<file path="src/rtl/regfile_pkg.sv">
// Shared sizing defaults and read-response encoding for the scoreboarded register file.
package regfile_pkg;

  localparam int DATA_W_DEF = 16;
  localparam int ADDR_W_DEF = 2;

  function automatic int num_regs(input int addr_w);
    return 1 << addr_w;
  endfunction

  typedef enum logic [1:0] {
    IDLE  = 2'd0,
    VALID = 2'd1,
    STALL = 2'd2
  } rd_rsp_e;

endpackage

</file>
<file path="src/rtl/regfile_rdport.sv">
// One read port: write bypass, scoreboard check and registered response.
module regfile_rdport
  import regfile_pkg::*;
#(
  parameter int DATA_W   = DATA_W_DEF,
  parameter int ADDR_W   = ADDR_W_DEF,
  parameter int BYPASS   = 1,
  parameter int ZERO_REG = 0
) (
  input  logic              clk,
  input  logic              reset,
  input  logic              rd_en,
  input  logic [ADDR_W-1:0] rd_addr,
  input  logic [DATA_W-1:0] reg_data,
  input  logic              reg_pending,
  input  logic              wr_en,
  input  logic [ADDR_W-1:0] wr_addr,
  input  logic [DATA_W-1:0] wr_data,
  output logic [DATA_W-1:0] rd_data,
  output logic              rd_valid,
  output logic              rd_stall
);

  rd_rsp_e           rsp_q, rsp_d;
  logic [DATA_W-1:0] data_q, data_d;
  logic              zero_hit;
  logic              fwd_hit;

  // Writes to a hard-wired zero register are dropped, so they must never forward.
  assign zero_hit = (ZERO_REG != 0) && (rd_addr == '0);
  assign fwd_hit  = (BYPASS != 0) && wr_en && (wr_addr == rd_addr) && !zero_hit;

  // NOTE: combinational logic uses blocking '=' with every output defaulted first
  // so no latch is inferred; the flops below take only non-blocking '<='.
  always_comb begin
    rsp_d  = IDLE;
    data_d = data_q;
    if (rd_en) begin
      if (reg_pending && !fwd_hit) begin
        rsp_d = STALL;
      end else begin
        rsp_d = VALID;
        if (zero_hit)     data_d = '0;
        else if (fwd_hit) data_d = wr_data;
        else              data_d = reg_data;
      end
    end
  end

  always_ff @(posedge clk or posedge reset) begin
    if (reset) begin
      rsp_q  <= IDLE;
      data_q <= '0;
    end else begin
      rsp_q  <= rsp_d;
      data_q <= data_d;
    end
  end

  assign rd_data  = data_q;
  assign rd_valid = (rsp_q == VALID);
  assign rd_stall = (rsp_q == STALL);

endmodule

</file>
<file path="src/rtl/regfile_sb.sv">
// Two-read/one-write register file with per-register pending bits that stall reads.
module regfile_sb
  import regfile_pkg::*;
#(
  parameter int DATA_W   = DATA_W_DEF,
  parameter int ADDR_W   = ADDR_W_DEF,
  parameter int BYPASS   = 1,
  parameter int ZERO_REG = 0,
  localparam int NUM_REGS = num_regs(ADDR_W)
) (
  input  logic                clk,
  input  logic                reset,
  input  logic                wr_en,
  input  logic [ADDR_W-1:0]   wr_addr,
  input  logic [DATA_W-1:0]   wr_data,
  input  logic                lock_en,
  input  logic [ADDR_W-1:0]   lock_addr,
  input  logic                rda_en,
  input  logic [ADDR_W-1:0]   rda_addr,
  output logic [DATA_W-1:0]   rda_data,
  output logic                rda_valid,
  output logic                rda_stall,
  input  logic                rdb_en,
  input  logic [ADDR_W-1:0]   rdb_addr,
  output logic [DATA_W-1:0]   rdb_data,
  output logic                rdb_valid,
  output logic                rdb_stall,
  output logic [NUM_REGS-1:0] pending
);

  logic [DATA_W-1:0]   regs_q [NUM_REGS];
  logic [DATA_W-1:0]   regs_d [NUM_REGS];
  logic [NUM_REGS-1:0] pending_q, pending_d;

  // Lock is applied after the write so a same-cycle lock leaves the register pending.
  always_comb begin
    regs_d    = regs_q;
    pending_d = pending_q;
    if (wr_en && !((ZERO_REG != 0) && (wr_addr == '0))) begin
      regs_d[wr_addr]    = wr_data;
      pending_d[wr_addr] = 1'b0;
    end
    if (lock_en && !((ZERO_REG != 0) && (lock_addr == '0))) begin
      pending_d[lock_addr] = 1'b1;
    end
    if (ZERO_REG != 0) begin
      regs_d[0]    = '0;
      pending_d[0] = 1'b0;
    end
  end

  // NOTE: the storage array is reset on purpose: every register must read 0 after
  // reset, which rules out mapping it onto a non-resettable RAM macro.
  always_ff @(posedge clk or posedge reset) begin
    if (reset) begin
      for (int i = 0; i < NUM_REGS; i++) regs_q[i] <= '0;
      pending_q <= '0;
    end else begin
      regs_q    <= regs_d;
      pending_q <= pending_d;
    end
  end

  assign pending = pending_q;

  regfile_rdport #(
    .DATA_W(DATA_W), .ADDR_W(ADDR_W), .BYPASS(BYPASS), .ZERO_REG(ZERO_REG)
  ) u_rda (
    .clk        (clk),
    .reset      (reset),
    .rd_en      (rda_en),
    .rd_addr    (rda_addr),
    .reg_data   (regs_q[rda_addr]),
    .reg_pending(pending_q[rda_addr]),
    .wr_en      (wr_en),
    .wr_addr    (wr_addr),
    .wr_data    (wr_data),
    .rd_data    (rda_data),
    .rd_valid   (rda_valid),
    .rd_stall   (rda_stall)
  );

  regfile_rdport #(
    .DATA_W(DATA_W), .ADDR_W(ADDR_W), .BYPASS(BYPASS), .ZERO_REG(ZERO_REG)
  ) u_rdb (
    .clk        (clk),
    .reset      (reset),
    .rd_en      (rdb_en),
    .rd_addr    (rdb_addr),
    .reg_data   (regs_q[rdb_addr]),
    .reg_pending(pending_q[rdb_addr]),
    .wr_en      (wr_en),
    .wr_addr    (wr_addr),
    .wr_data    (wr_data),
    .rd_data    (rdb_data),
    .rd_valid   (rdb_valid),
    .rd_stall   (rdb_stall)
  );

endmodule

</file>
<file path="config.mk">
export PLATFORM = sky130hd
export DESIGN_NAME = regfile_sb
export DESIGN_NICKNAME = d
export VERILOG_FILES = /design/src/rtl/regfile_pkg.sv /design/src/rtl/regfile_rdport.sv /design/src/rtl/regfile_sb.sv
export SDC_FILE = /design/constraint.sdc
export NUM_CORES = 1
export LEC_CHECK = 0
export CAP_MARGIN = 20
export CORE_ASPECT_RATIO = 1.4
export CORE_UTILIZATION = 55
export DETAILED_ROUTE_END_ITERATION = 10
export PLACE_DENSITY = 0.79
export SLEW_MARGIN = 30
export SYNTH_ARGS = -nofsm -noshare
export SYNTH_HDL_FRONTEND = slang
export SYNTH_SLANG_ARGS = --single-unit
export TNS_END_PERCENT = 100
</file>
<file path="constraint.sdc">
create_clock -name clk -period 4.37 [get_ports clk]
set_input_delay 0.874 -clock clk [delete_from_list [all_inputs] [get_ports clk]]
set_output_delay 0.874 -clock clk [all_outputs]
set_load 0.01 [all_outputs]
</file>
==> key figures, run 1 <==
Yosys
  • Ys Warns: 0
  • Yosys cell types: 24
  • Syn Inst Count: between 300 and 400
  • Mapped Nets: 389
  • Seq cells post-synth: 104
  • Yosys top cell area share: 47.83%
  • Area contributors post-synth: dfrtp_1 (48%), mux2_2 (13%), mux4_2 (9.1%), a311o_1 (5.9%), mux4_1 (5.8%)
  • Seq/Total Area, Yosys: 47.83%
  • Mapped Area: 5441 µm²
  • Synth area leader: dfrtp_1
  • Mean Syn Cell Area: 15.16 µm²

Clock tree
  • Postcts setup bufs: 0
  • Clk pin slew, worst setup/hold paths: 0.07 ns
  • Clk sinks: approximately 100
  • Total CTS buffers: 9
  • Later-pin clock latency in the skew report: 0.35 ns
  • CTS Buffer Depth: 2
  • Cts repair resizes: 0
  • Root Driver: clkbuf_16
  • CTS tree: done
  • H-tree depth: 3
  • # hold bufs at CTS: 0

GRT
  • Largest net degree at the start of global routing: 57
  • Global route total overflow: 0
  • First-pass GRT wire length: 21490 µm
  • Initial antenna violation count: 0
  • Vias in the first global route: 3970
  • GRT Total Usage: 28.36%

Setup path
  • CP Max Fanout: 18
  • CP endpoint kind: flop
  • Critical path class: primary input to flop
  • Critical Path RT: 4.62 ns
  • Setup slack, reg-to-reg: 2.33 ns
  • CP Launch Type: primary input
  • Crit path DAT: 3.44 ns
  • R2R Path End: u_rda.rd_data[12]$_DFFE_PP0P_
  • R2R Path Start: pending[3]$_DFF_PP0_
  • Worst reg2reg path depth: 3

Power
  • Tot Pwr: between 3 and 4 mW
  • Pleak: 2.588 nW
  • PD cells: 494.4 nW/µm²
  • Maximum VDD drop: 0.3058 mV

Timing
  • Hold_ws: ~0.52 ns
  • RSZ-0062 raised after global routing: no
  • Final worst path period need: about 3.2 ns
  • Worst-Margin Slew: 0.8199 ns
  • Max Slew Vio Count: 0
  • Setup TNS: 0 ns
  • Setup violators final: 0
  • Fmax: 0.3139 GHz
  • Final hold viol count: 0
  • Slew Limit Headroom: 45.17%
  • Layout Skew: 0.007156 ns
  • Final period utilization: about 73%

Final layout
  • Nets: 452
  • Area Overhead vs Synth: 20.35%
  • Sequential Area: 2603 µm²
  • Commonest cells after routing, fill and taps aside: dfrtp_1 (104), clkdlybuf4s50_1 (69), mux2_2 (64), a311o_1 (32), o21ai_0 (32)
  • Post-route cell area: 6549 µm²
  • Finished Layout Cells: 559
  • Layout fillers: 675
  • Antenna Cells: 0
  • Area of the multi-input gates: between 2000 and 3000 µm²
  • Layout cells sized above 1: between 30 and 40%
  • Most common cell after layout, fill and taps aside: dfrtp_1

Flow run
  • Number of max-cap violations: 0

Outcome
  • Status: finished, final reports clean

Drt
  • Final wirelength: 13830 µm
  • Via count: approximately 3800
  • Drt first pass iters: 5
  • DR WL/cell: 24.74 µm
  • Final routed DRC violation total: 0
  • Drt initial violations: 352
  • Via/cell ratio: 6.755
  • ANT nets after route: 0

Worst hold path
  • WHS Endpoint: u_rda.rd_data[4]$_DFFE_PP0P_
  • Hold depth: 1
  • Hold path start: u_rda.rd_data[4]$_DFFE_PP0P_
  • Tightest Hold Check Type: flop to flop

Floorplanning
  • Die span in x: 86.07 µm
  • Core area: 9512 µm²
  • Starting Density: 57.21%
  • I/O pin count: 70
  • # rows: 42
  • Die ar.: 10300 µm²
  • Die Y: 119.7 µm

Placed design
  • Port bufs: 69
  • GP Congestion: approximately 0.83
  • Placed inst area: approximately 6200 µm²
  • DP Wirelength: 9236 µm
  • Dpl cells: 543
-- cell type report --
cell class / instances / area share (%)
inverters: 4 / 0.2675
multi-input cells: 217 / 40.12
clock inverters: 3 / 0.7260
repair buffers: 86 / 12.50
flip-flops and latches: 104 / 39.74
clock buffers: 13 / 4.127
well taps: 132 / 2.522
-- critical path, cell delays in order --
cell and delay (ns):
clkdlybuf4s50_1 0.67, xnor2_2 0.74, nand3_1 0.14, buf_4 0.23, a21boi_4 0.52, a2bb2oi_1 0.25
-- metal layers --
| layer | GRT usage, % | wire [µm] | up-vias | share of wire, % |
|---|---|---|---|---|
| li1 | - | - | 1576 | - |
| met1 | 34.86 | 4929 | 1963 | 36 |
| met2 | 48.12 | 7368 | 196 | 53 |
| met3 | 4.470 | 991 | 41 | 7.2 |
| met4 | 14.48 | 542 | 0 | 3.9 |
| met5 | 0 | 0 | - | 0 |
-- cell families after synthesis --
| logic type | Yosys count | synth area share, % |
|---|---|---|
| DFF | 104 | 47.83 |
| AOI/OAI and AO/OA | 102 | 17.41 |
| muxes | 98 | 28.14 |
| xor gates and xnor gates | 4 | 1.196 |
| and+or+nand+nor | 13 | 1.540 |
| buffers and inverters | 38 | 3.886 |
-- Yosys cell counts --
cell type and number:
mux2_2 64, xnor2_2 4, a32o_1 2, mux4_1 12, nor2b_1 4, a2bb2oi_1 14
buf_2 7, nor3b_2 1, nand2_1 1, and3_1 2, buf_6 8, nand3_1 3
a311o_1 32, o21ai_0 32, a21boi_4 2, buf_1 2, o32ai_1 1, nand3b_1 2
mux4_2 22, clkbuf_1 17, inv_1 4, o31ai_1 1, dfrtp_1 104, a2bb2oi_2 18
-- power breakdown --
group	switching, mW	internal, mW
sequential	0.169	1.19
combinational	0.406	0.622
clock	0.354	0.495
-- registers in the layout, indices dropped and copies added (netlist names) --
signal,cells
u_rda.rd_data,16
pending,4
u_rdb.rd_data,16
u_rdb.rsp_q,2
regs_q,64
u_rda.rsp_q,2
-- how the worst max path moves through the flow --
stage / startpoint / end / slack, ns / depth (start not counted)
final: rdb_addr[0] / u_rdb.rd_data[14]$_DFFE_PP0P_ / 1.18 / 6
after global routing: rdb_addr[0] / u_rdb.rd_data[14]$_DFFE_PP0P_ / 1.07 / 6
after CTS: rdb_addr[0] / u_rdb.rd_data[14]$_DFFE_PP0P_ / 1.21 / 6
after detailed placement: rdb_addr[0] / u_rdb.rd_data[14]$_DFFE_PP0P_ / 0.90 / 6
after global placement: rdb_addr[0] / u_rdb.rd_data[15]$_DFFE_PP0P_ / 1.07 / 6
after floorplan: reset / pending[0]$_DFF_PP0_ / 0.76 / 1
-- through the flow --
stage	util, %	setup slack, ns
2_1_floorplan	-	0.7638
3_3_place_gp	65.51	1.073
3_5_place_dp	65.51	0.9007
4_1_cts	68.85	1.212
5_1_grt	68.85	1.072
6_report	68.85	1.184
Note: power is estimated with default switching activity, not from simulation.
==> inputs of run 2 (changes only) <==
==> constraint.sdc (replaced) <==
create_clock -name clk -period 3.31 [get_ports clk]
set_input_delay 0.662 -clock clk [delete_from_list [all_inputs] [get_ports clk]]
set_output_delay 0.662 -clock clk [all_outputs]
set_load 0.01 [all_outputs]
==> key figures, run 2 (synthesized netlist as in run 1, its figures left out) <==
Final layout
  • Core Util, Final: 69.69% (+0.84 points)
  • Commonest cells after routing, fill and taps aside: dfrtp_1 (104), clkdlybuf4s50_1 (69), mux2_2 (64), a311o_1 (32), o21ai_0 (32)
  • Area Overhead vs Synth: 21.82%
  • Biggest register: regs_q
  • Antenna Cells: 0 (unchanged)
  • Nets: 456 (+0.88%)
  • Max reg flops: 64 (unchanged)
  • Layout cells sized above 1: 34.57% (+0.85 points)
  • Most common cell after layout, fill and taps aside: dfrtp_1

Drt
  • Via/cell ratio: 6.844 (+1.3%)
  • DR WL/cell: 25.23 µm (+2.0%)
  • Via count: 3853 (+2.0%)
  • Final routed DRC violation total: 0 (unchanged)
  • Drt initial violations: 350 (-0.57%)
  • Drt first pass iters: 5 (unchanged)
  • ANT nets after route: 0 (unchanged)
  • Final wirelength: 14200 µm (+2.7%)

Timing
  • Final worst path period need: 2.593 ns
  • RSZ-0062 raised after global routing: no
  • Max Slew Vio Count: 0 (unchanged)
  • Setup TNS: 0 ns (unchanged)
  • Final hold viol count: 0 (unchanged)
  • Hold_ws: 0.5214 ns (-0.0005450 ns)
  • Worst-Margin Slew: 0.6904 ns (-0.1295 ns)
  • Layout Skew: 0.005527 ns (-0.001629 ns)
  • Slew Limit Headroom: 53.86% (+8.7 points)
  • Final period utilization: 78.34%
  • Setup violators final: 0 (unchanged)
  • Fmax: slightly below 0.4 GHz

Floorplanning
  • Die ar.: 10300 µm² (unchanged)
  • Die span in x: 86.07 µm (unchanged)
  • Die Y: 119.7 µm (unchanged)
  • I/O pin count: 70 (unchanged)
  • # rows: 42 (unchanged)
  • Starting Density: 57.21% (unchanged)
  • Core area: 9512 µm² (unchanged)

Outcome
  • Status: finished, final reports clean

Setup path
  • Critical path class: primary input to flop
  • CP startpoint: rda_addr[0]
  • Worst Path Buf+Inv: 3 (+1)
  • Crit-path cells: clkdlybuf4s50_1 -> buf_4 -> xnor2_2 -> nand3_1 -> buf_4 -> a21boi_4 -> a2bb2oi_1
  • Slowest cell on crit path: a21boi_4
  • Delay-heaviest family, CP: buffers and inverters
  • CP Max Fanout: 17 (-1)
  • Crit path DAT: 2.85 ns (-0.59 ns)
  • CP endpoint kind: flop
  • R2R Path Start: pending[2]$_DFF_PP0_
  • CP peak stage delay: 0.57 ns (-0.17 ns)
  • Critical Path RT: 3.57 ns (-1.05 ns)
  • Critical Path Most Common Cell: buf_4
  • CP Launch Type: primary input

Clock tree
  • Clk pin slew, worst setup/hold paths: 0.07 ns (about the same)
  • Cts repair resizes: 0 (unchanged)
  • Later-pin clock latency in the skew report: 0.35 ns (about the same)
  • # hold bufs at CTS: 0 (unchanged)
  • CTS tree: done
  • Postcts setup bufs: 0 (unchanged)
  • CTS Buffer Depth: 2 (unchanged)
  • Total CTS buffers: 9 (unchanged)
  • Clk sinks: 104 (unchanged)
  • H-tree depth: 3 (unchanged)
  • Root Driver: clkbuf_16

Power
  • Pleak: 2.618 nW (+1.2%)
  • PD cells: 665.3 nW/µm² (+35%)
  • Maximum VDD drop: 0.3516 mV (+15%)

GRT
  • First-pass GRT wire length: 21850 µm (+1.7%)
  • Global route total overflow: 0 (unchanged)
  • Largest net degree at the start of global routing: 94 (+65%)
  • Initial antenna violation count: 0 (unchanged)
  • GRT Total Usage: 28.93% (+0.57 points)
  • Vias in the first global route: 3973 (+0.076%)

Flow run
  • Number of max-cap violations: 0 (unchanged)

Worst hold path
  • Tightest Hold Check Type: flop to flop
  • Hold path start: regs_q[43]$_DFFE_PP0P_

Placed design
  • Port bufs: 69 (unchanged)
  • DP Wirelength: 9066 µm (-1.8%)
  • GP Congestion: 0.8328 (+0.73%)
-- run 2: worst reg2reg max path, delay by kind of cell (launching register included) --
kind,cells,cell delay [ns]
AO/OA/AOI/OAI,2,0.90
multiplexers,1,0.74
flip-flops,1,0.44
-- run 2: area by class of cell --
| type | count | area, µm² |
|---|---|---|
| Inverter | 4 | 18.77 |
| Multi-Input combinational cell | 217 | 2628 |
| Clock buffer | 10 | 239.0 |
| Fill cell | 656 | 2883 |
| Clock inverter | 6 | 115.1 |
| Timing Repair Buffer | 90 | 860.8 |
| Tap cell | 132 | 165.2 |
| Sequential cell | 104 | 2603 |
-- run 2: per-layer routing --
layer	part of all wire, %	track usage, %	wire, µm	up-vias
met5	0	0	0	-
met3	6.3	5.158	892	44
met2	53	48.81	7568	209
met1	36	35.93	5142	2010
li1	-	-	-	1590
met4	4.2	13.54	599	0
-- run 2: worst paths after layout --
path	end	slack, ns	cells past startpoint
setup / recovery	u_rda.rd_data[14]$_DFFE_PP0P_	0.72	7
hold / removal	regs_q[43]$_DFFE_PP0P_	0.52	1
setup reg to reg	u_rda.rd_data[14]$_DFFE_PP0P_	1.15	3
hold reg to reg	regs_q[43]$_DFFE_PP0P_	0.52	1
max in group asynchronous	regs_q[13]$_DFFE_PP0P_	1.94	3
min in group asynchronous	u_rdb.rd_data[8]$_DFFE_PP0P_	0.61	2
-- run 2: per-stage QoR --
step | power (mW) | cell area, µm² | setup WS [ns] | cells
final | 4.410 | 6629 | 0.7168 | 563
after global routing | 4.568 | 6629 | 0.6461 | 563
after CTS | 4.419 | 6629 | 0.7007 | 563
after detailed placement | 3.178 | 6275 | 0.3624 | 547
after global placement | 3.130 | 6275 | 0.4701 | 547
after floorplan | 2.607 | 5445 | 1.138 | 359
-- run 2: where the power goes --
group	internal [mW]	switching (mW)
sequential	1.57	0.225
clock	0.764	0.479
combinational	0.828	0.542
==> inputs of run 3 (changes only) <==
==> constraint.sdc (replaced) <==
create_clock -name clk -period 2.6 [get_ports clk]
set_input_delay 0.52 -clock clk [delete_from_list [all_inputs] [get_ports clk]]
set_output_delay 0.52 -clock clk [all_outputs]
set_load 0.01 [all_outputs]
==> key figures, run 3 (synthesized netlist as in run 1, its figures left out) <==
Outcome
  • Status: finished, final reports clean

Timing
  • Worst setup margin: 0.2310 ns (-0.4858 ns)
  • Max Slew Vio Count: 0 (unchanged)
  • Slew Limit Headroom: 62.62% (+8.8 points)
  • Final hold viol count: 0 (unchanged)
  • Final worst path period need: 2.369 ns
  • RSZ-0062 raised after global routing: no
  • Hold_ws: 0.5230 ns (+0.001589 ns)
  • Fmax: around 0.42 GHz
  • Worst-Margin Slew: 0.5595 ns (-0.1309 ns)
  • Setup violators final: 0 (unchanged)
  • Final period utilization: 91.11%
  • Layout Skew: 0.007067 ns (+0.001541 ns)
  • Setup TNS: 0 ns (unchanged)

Final layout
  • Area of the multi-input gates: 2628 µm² (unchanged)
  • Sequential Area: 2603 µm² (unchanged)
  • Biggest register: regs_q
  • Nets: 469 (+2.9%)
  • Area Overhead vs Synth: 23.45%
  • Commonest cells after routing, fill and taps aside: dfrtp_1 (104), clkdlybuf4s50_1 (69), mux2_2 (64), a311o_1 (32), o21ai_0 (32)
  • Max reg flops: 64 (unchanged)
  • Finished Layout Cells: 576 (+2.3%)
  • Core Util, Final: 70.63% (+0.93 points)
  • Antenna Cells: 0 (unchanged)
  • Post-route cell area: 6718 µm² (+1.3%)
  • Most common cell after layout, fill and taps aside: dfrtp_1
  • Layout fillers: 665 (+1.4%)
  • Layout cells sized above 1: 36.26% (+1.7 points)

Setup path
  • Setup slack, reg-to-reg: 0.62 ns (-0.53 ns)
  • R2R Path Start: pending[2]$_DFF_PP0_
  • CP Max Fanout: 18 (+1)
  • Critical Path RT: 2.81 ns (-0.76 ns)
  • R2R Path End: u_rdb.rd_data[13]$_DFFE_PP0P_
  • Critical path class: primary input to flop
  • CP Launch Type: primary input
  • CP endpoint kind: flop
  • Crit path DAT: 2.58 ns (-0.27 ns)
  • Worst reg2reg path depth: 4 (+1)

Floorplanning
  • I/O pin count: 70 (unchanged)
  • Starting Density: 57.21% (unchanged)
  • Die ar.: 10300 µm² (unchanged)
  • # rows: 42 (unchanged)
  • Die span in x: 86.07 µm (unchanged)
  • Die Y: 119.7 µm (unchanged)
  • Core area: 9512 µm² (unchanged)

Worst hold path
  • Hold depth: 1 (unchanged)
  • Tightest Hold Check Type: flop to flop
  • WHS Endpoint: u_rda.rd_data[2]$_DFFE_PP0P_
  • Hold path start: u_rda.rd_data[2]$_DFFE_PP0P_

GRT
  • Global route total overflow: 0 (unchanged)
  • First-pass GRT wire length: 22330 µm (+2.2%)
  • Largest net degree at the start of global routing: 34 (-64%)
  • Vias in the first global route: 4114 (+3.5%)
  • GRT Total Usage: 29.61% (+0.68 points)
  • Initial antenna violation count: 0 (unchanged)

Flow run
  • Number of max-cap violations: 0 (unchanged)

Drt
  • DR WL/cell: 24.37 µm (-3.4%)
  • Via/cell ratio: 6.655 (-2.8%)
  • ANT nets after route: 0 (unchanged)
  • Drt first pass iters: 4 (-1)
  • Via count: 3833 (-0.52%)
  • Final wirelength: 14040 µm (-1.2%)
  • Drt initial violations: 303 (-13%)
  • Final routed DRC violation total: 0 (unchanged)

Clock tree
  • H-tree depth: 3 (unchanged)
  • Clk sinks: 104 (unchanged)
  • CTS tree: done
  • Later-pin clock latency in the skew report: 0.35 ns (about the same)
  • CTS Buffer Depth: 2 (unchanged)
  • Clk pin slew, worst setup/hold paths: 0.07 ns (about the same)
  • Total CTS buffers: 9 (unchanged)
  • Postcts setup bufs: 0 (unchanged)
  • Root Driver: clkbuf_16
  • Cts repair resizes: 0 (unchanged)
  • # hold bufs at CTS: 0 (unchanged)

Power
  • Pleak: 2.674 nW (+2.1%)
  • Maximum VDD drop: 0.5238 mV (+49%)
  • Tot Pwr: 5.451 mW (+24%)
  • PD cells: 811.4 nW/µm² (+22%)

Placed design
  • Placed inst area: 6410 µm² (+2.2%)
  • Dpl cells: 560 (+2.4%)
  • DP Wirelength: 9473 µm (+4.5%)
  • Dpl ws: -0.06034 ns (-0.4227 ns)
  • GP Congestion: 0.8081 (-3.0%)
  • Port bufs: 69 (unchanged)
-- run 3: cell count changes in the layout (fill, tap and decap cells not counted) --
cell and change:
clkbuf_8 +1, bufinv_16 -2, buf_4 +10, clkinv_2 +1, clkinv_4 -1, clkbuf_1 +1, buf_12 +3
-- run 3: report_power, final --
part	internal [mW]	switching, mW	total (mW)
Clock	0.801	0.582	1.38
Combinational	1.08	0.690	1.77
Sequential	2.00	0.290	2.29
Total	3.89	1.56	5.45
-- run 3: critical path, stage by stage --
cell,delay [ns]
clkdlybuf4s50_1,0.58
mux4_2,0.78
a311o_1,0.40
o21ai_0,0.16
a2bb2oi_1,0.13
-- run 3: how the worst max path moves through the flow --
stage,from,to,slack [ns],cells after the start
after floorplan,rdb_addr[0],u_rdb.rd_data[0]$_DFFE_PP0P_,0.57,6
after global placement,rdb_addr[0],u_rdb.rd_data[15]$_DFFE_PP0P_,-0.02,5
after detailed placement,rdb_addr[0],u_rdb.rd_data[15]$_DFFE_PP0P_,-0.06,5
after CTS,rdb_addr[0],u_rdb.rd_data[13]$_DFFE_PP0P_,0.28,5
after global routing,rdb_addr[0],u_rdb.rd_data[13]$_DFFE_PP0P_,0.23,5
final,rdb_addr[0],u_rdb.rd_data[13]$_DFFE_PP0P_,0.23,5
-- run 3: final cells by class --
class | count | share of cell area (%)
Clock buffer | 12 | 3.818
Clock inverter | 4 | 0.7636
Inverter | 4 | 0.2794
Multi-Input combinational cell | 217 | 39.11
Sequential cell | 104 | 38.74
Tap cell | 132 | 2.459
Timing Repair Buffer | 103 | 14.83
-- run 3: routing by layer --
metal / part of all wire, % / up-vias / GRT usage (%)
li1: - / 1621 / -
met1: 36 / 1992 / 37.18
met2: 51 / 172 / 46.68
met3: 6.0 / 48 / 4.608
met4: 6.2 / 0 / 20.94
met5: 0 / - / 0
